`src/rtl/alu_acc_sequencer.sv`:
```
// Sequential front-end for the 4-bit combinational ALU: takes instructions over valid/ready,
// drives the ALU from registered state, captures its result into the accumulator.
module alu_acc_sequencer (
   input  logic       clk,
   input  logic       reset_n,
   input  logic       in_valid,
   output logic       in_ready,
   input  logic [3:0] in_op,
   input  logic [3:0] in_data,
   output logic [3:0] alu_a,
   output logic [3:0] alu_b,
   output logic [2:0] alu_sel,
   input  logic [3:0] alu_out,
   output logic       out_valid,
   input  logic       out_ready,
   output logic [3:0] out_data,
   output logic       zero,
   output logic       err,
   output logic [7:0] instr_cnt
);

   localparam logic [3:0] OP_LDI = 4'b1000;
   localparam logic [3:0] OP_OUT = 4'b1001;
   localparam logic [3:0] OP_NOP = 4'b1010;

   typedef enum logic [1:0] {
      IDLE = 2'd0,
      EXEC = 2'd1,
      EMIT = 2'd2
   } state_t;

   state_t     state, state_nxt;
   logic [3:0] acc;
   logic [3:0] op_q;
   logic [3:0] opnd_q;
   logic       accept;
   logic       retire;

   always_ff @(posedge clk or negedge reset_n) begin
      if (!reset_n) state <= IDLE;
      else          state <= state_nxt;
   end

   always_comb begin
      state_nxt = state;
      case (state)
         IDLE:    if (in_valid) state_nxt = EXEC;
         EXEC:    state_nxt = (op_q == OP_OUT) ? EMIT : IDLE;
         EMIT:    if (out_ready) state_nxt = IDLE;
         default: state_nxt = IDLE;
      endcase
   end

   // Retire pulses on every EXEC->IDLE and EMIT->IDLE edge
   always_comb begin
      in_ready  = 1'b0;
      out_valid = 1'b0;
      retire    = 1'b0;
      case (state)
         IDLE:    in_ready = 1'b1;
         EXEC:    retire = (op_q != OP_OUT);
         EMIT:    begin
            out_valid = 1'b1;
            retire    = out_ready;
         end
         default: ;
      endcase
   end

   assign accept  = in_ready && in_valid;
   assign alu_a   = acc;
   assign alu_b   = opnd_q;
   assign alu_sel = op_q[2:0];

   always_ff @(posedge clk or negedge reset_n) begin
      if (!reset_n) begin
         acc       <= 4'd0;
         op_q      <= 4'd0;
         opnd_q    <= 4'd0;
         out_data  <= 4'd0;
         zero      <= 1'b1;
         err       <= 1'b0;
         instr_cnt <= 8'd0;
      end else begin
         if (accept) begin
            op_q   <= in_op;
            opnd_q <= in_data;
         end
         if (state == EXEC) begin
            if (!op_q[3]) begin
               acc  <= alu_out;
               zero <= (alu_out == 4'd0);
            end else if (op_q == OP_LDI) begin
               acc  <= opnd_q;
               zero <= (opnd_q == 4'd0);
            end else if (op_q == OP_OUT) begin
               out_data <= acc;
            end else if (op_q != OP_NOP) begin
               err <= 1'b1;
            end
         end
         if (retire) instr_cnt <= instr_cnt + 8'd1;
      end
   end

endmodule
```
`config.mk`:
```
export PLATFORM = sky130hd
export DESIGN_NAME = alu_acc_sequencer
export DESIGN_NICKNAME = d
export VERILOG_FILES = /design/src/rtl/alu_acc_sequencer.sv
export SDC_FILE = /design/constraint.sdc
export NUM_CORES = 1
export LEC_CHECK = 0
export CAP_MARGIN = 25
export CORE_MARGIN = 2
export CORE_UTILIZATION = 48
export CTS_CLUSTER_DIAMETER = 200
export DETAILED_ROUTE_END_ITERATION = 6
export PLACE_DENSITY = 0.83
export SLEW_MARGIN = 20
export SYNTH_ARGS = -nofsm -noshare
export SYNTH_HDL_FRONTEND = slang
export SYNTH_SLANG_ARGS = --single-unit
```
`constraint.sdc`:
```
create_clock -name clk -period 3.85 [get_ports clk]
set_input_delay 0.77 -clock clk [delete_from_list [all_inputs] [get_ports clk]]
set_output_delay 0.77 -clock clk [all_outputs]
set_load 0.03 [all_outputs]
```
# [Yosys cells after proc, flatten, opt, wreduce, memory -nomap -nowiden]
# Index checks and enable logic that the tools add are counted.
[totals] reg_bits=28 input_bits=16 word_cells=39
[op_classes] addsub=1 n_eq_ne=9 mux=11 bitwise_logic=2 reduce_logical=8
[op_table] op="$add A8 B1 Y8 const B" n=1
[op_table] op="$eq A4 B4 Y1 const B" n=2
[op_table] op="$logic_not A4 Y1" n=2
[op_table] op="$mux W4" n=2
[op_table] op="$ne A4 B4 Y1 const B" n=2
[op_table] op="$mux W2" n=3
[op_table] op="$pmux W2 S3" n=1
[op_table] op="$reduce_and A5 Y1" n=1
[op_table] op="$mux W1" n=4
[op_table] op="$ne A2 B2 Y1 const B" n=2
[op_table] op="$reduce_and A2 Y1" n=2
[op_table] op="$reduce_and A4 Y1" n=1
[op_table] op="$eq A2 B1 Y1 const B" n=1
[op_table] op="$eq A2 B2 Y1 const B" n=1
[op_table] op="$logic_not A2 Y1" n=1
[op_table] op="$ne A2 B1 Y1 const B" n=1
[op_table] op="$not A1 Y1" n=2
[op_table] op="$pmux W1 S2" n=1
[op_table] op="$logic_and A1 B1 Y1" n=1

# [Logic depth before layout (Yosys ltp)]
[depth] ltp_word=3 ltp_mapped=6 mapped_depth_nobuf=6

# [Least setup slack after synthesis]
# OpenSTA, ideal clock, no wires.
[synth_timing] path_kind="register to output" start="reg state[0]" end="out in_ready" arrival_ns=0.808 required_time_ns=3.080 setup_slack_ns=2.272 path_stages_with_launch=3 path_cell_list="dfrtp_1 -> inv_1 -> ha_1"
[synth_between] elab_chain_len=2
[synth_rtl] element="start, declared" line="32" source="state_t state, state_nxt;"
[synth_rtl] element="start signal, assigned" line="41" source="else state <= state_nxt;"
[synth_rtl] element="$logic_not A2 Y1" line="59" source="case (state)"
[synth_rtl] element="$mux W1" line="59"
[synth_rtl] element="end, declared" line="7" source="output logic in_ready,"
# No other way between the ends.

# [Final worst setup path]
[layout_timing] start="reg state[1]" end="out in_ready"
# The elaborated chain is that of the path after synthesis.

==> results.json <==
{
  "rsz0062_at_grt": "no",
  "grt_pass1_vias": 944,
  "hold_buffers": 0,
  "max-vdd-ir-drop_mv": 0.520,
  "antenna_found_initial": 0,
  "cp-end-kind": "output pin",
  "numCtsBuffers": 3,
  "postCtsSetupBuffers": 0,
  "final-setup-viol-count": 0,
  "async_reset_ff_frac": 1.00,
  "ys_warn_count": 0,
  "ant_nets": 0,
  "timing.slew.headroom": 0.749,
  "die_area_sq_mm": 0.00315,
  "crit_fanout": 4,
  "finalWirelength_um": 2540,
  "grt_pass1_wl_um": 4210,
  "yosysUniqueCellTypes": 27,
  "run_status": "finished, final reports clean",
  "antenna_cells": 0,
  "routed_via_density": 5.21,
  "cts-root-buf": "clkbuf_4",
  "final_layout_size_suffix_gt1_frac": 0.144,
  "yosys-top-cells-area": "dfrtp_1 52%, mux2_2 11%, nand2_1 4.0%",
  "synth_area_sq_mm": 0.00130,
  "nets": 174,
  "synth-edff-count": 0,
  "avgSynthCellArea_sq_um": 11.9,
  "hold_viol": 0,
  "cts_tree": "yes",
  "synth_common_cells": "27 x dfrtp_1, 14 x nand2_1, 13 x mux2_2, 6 x o21ai_0",
  "die_h_um": 56.1,
  "routed-via-count": 954,
  "fmax_ghz": 0.400,
  "io_pins": 43,
  "grt_max_degree": 29,
  "dpl_cell_area_sq_mm": 0.00174,
  "cts.clk_slew.worst_paths_ps": 140,
  "initial_core_util": 0.517,
  "cap_violations": 0,
  "period_minus_slack_ps": 2500,
  "r2r_slack_ps": 2210,
  "row_count": 18,
  "ys.flop_type": "dfrtp_1",
  "synth_most_common_cell": "dfrtp_1",
  "cellLeakagePower_uw": 0.000744,
  "die-width_um": 56.1,
  "worstMarginPinSlew_ps": 376,
  "drv_slew": 0,
  "htree_levels": 1,
  "startpoint_type": "flop",
  "grt-ovfl-total": 0,
  "area_growth_pct": 35.9,
  "yosysTopAreaCellShare": 0.518,
  "place_hpwl_um": 2040,
  "fin_skew_ps": 4.73,
  "drt_iter0_drc": 17,
  "grtUsageTotal": 0.170,
  "coreArea_sq_mm": 0.00252,
  "clkLatencyLatePin_ps": 320,
  "fin_crit_sh": 0.649,
  "synth_nets": 130,
  "cts_buffer_depth": 2,
  "timing.setup.tns_ps": 0,
  "yosysTopAreaCell": "dfrtp_1",
  "synth-seq-area-share": 0.538,
  "routedWlPerCell_um": 13.9,
  "critPathRequiredTime_ps": 3080,
  "ys_ff_latch": 28,
  "cts_resized": 0,
  "crit_arrival_ps": 1730,
  "first_pass_iters": 4,
  "final_cell_area_sq_mm": 0.00177,
  "drc_errors": 0,
  "min_path_type": "reg2reg",
  "netlist_instances": 110,
  "io_buffer_count": 42,
  "cellPowerDensity_mw_per_mm2": 886,
  "gp_congestion": 0.694,
  "criticalPathCategory": "reg2out",
  "clock-sinks": 28
}
path summary, 6_finish.rpt:
check / depth (start not counted) / startpoint / endpoint
setup reg to reg: 5 / state[1] / instr_cnt[1]
hold / removal: 1 / instr_cnt[7] / instr_cnt[7]
hold reg to reg: 1 / instr_cnt[7] / instr_cnt[7]
setup / recovery: 3 / state[1] / in_ready
max in group asynchronous: 2 / reset_n / zero
min in group asynchronous: 2 / reset_n / out_data[0]
cell families after synthesis:
kind of cell / synth area share
and+or+nand+nor: 0.115
DFF: 0.538
muxes: 0.151
AOI/OAI and AO/OA: 0.0701
buffers and inverters: 0.0403
xor gates and xnor gates: 0.0470
adders and majority gates: 0.0384
per-layer routing:
metal | part of all wire | global-route usage | vias up
met5 | 0 | 0 | -
met4 | 0.015 | 0.0748 | 0
met3 | 0.043 | 0.0279 | 4
met2 | 0.51 | 0.291 | 26
met1 | 0.43 | 0.211 | 464
li1 | - | - | 460
area by class of cell:
| class | instances | area, sq um |
|---|---|---|
| repair buffers | 43 | 428 |
| fillers | 195 | 751 |
| multi-input cells | 73 | 549 |
| well taps | 30 | 37.5 |
| flip-flops and latches | 28 | 702 |
| clock buffers | 4 | 36.3 |
| inverters | 5 | 18.8 |
sequential cells by signal, indices dropped and copies added (netlist names):
| name | flops |
|---|---|
| err | 1 |
| alu_a | 4 |
| out_data | 4 |
| instr_cnt | 8 |
| state | 2 |
| op_q | 4 |
| alu_b | 4 |
| zero | 1 |
worst max-delay path, stage by stage, from the launching register on:
cell	delay (ps)
dfrtp_1	410
inv_1	100
ha_1	210
clkdlybuf4s50_1	680
cells in the final DEF (no fill, tap or decap), drive strengths merged, types with 2 or more instances in the layout:
master         count
inv                5
nor2               3
mux2              13
xnor2              4
nand3              4
dfrtp             27
ha                 4
a211oi             2
a21oi              3
nand2b             2
nand4              2
nand2             14
mux2i              5
clkdlybuf4s50     42
o21ai              7
clkbuf             4
xor2               3
per-stage QoR:
stage	utilization	total power (uW)	setup WS [ps]	hold WS, ps	std cells
2_1_floorplan	-	1120	2270	474	110
3_3_place_gp	0.688	1410	1770	460	179
3_5_place_dp	0.688	1440	1720	474	179
4_1_cts	0.702	1580	1330	496	183
5_1_grt	0.702	1660	1270	509	183
6_report	0.702	1570	1350	487	183
where the power goes:
| part | switching, uW | internal (uW) |
|---|---|---|
| Sequential | 144 | 430 |
| Combinational | 462 | 395 |
| Clock | 80.4 | 57.8 |
| Total | 687 | 883 |
(Power assumes the default switching activity.)
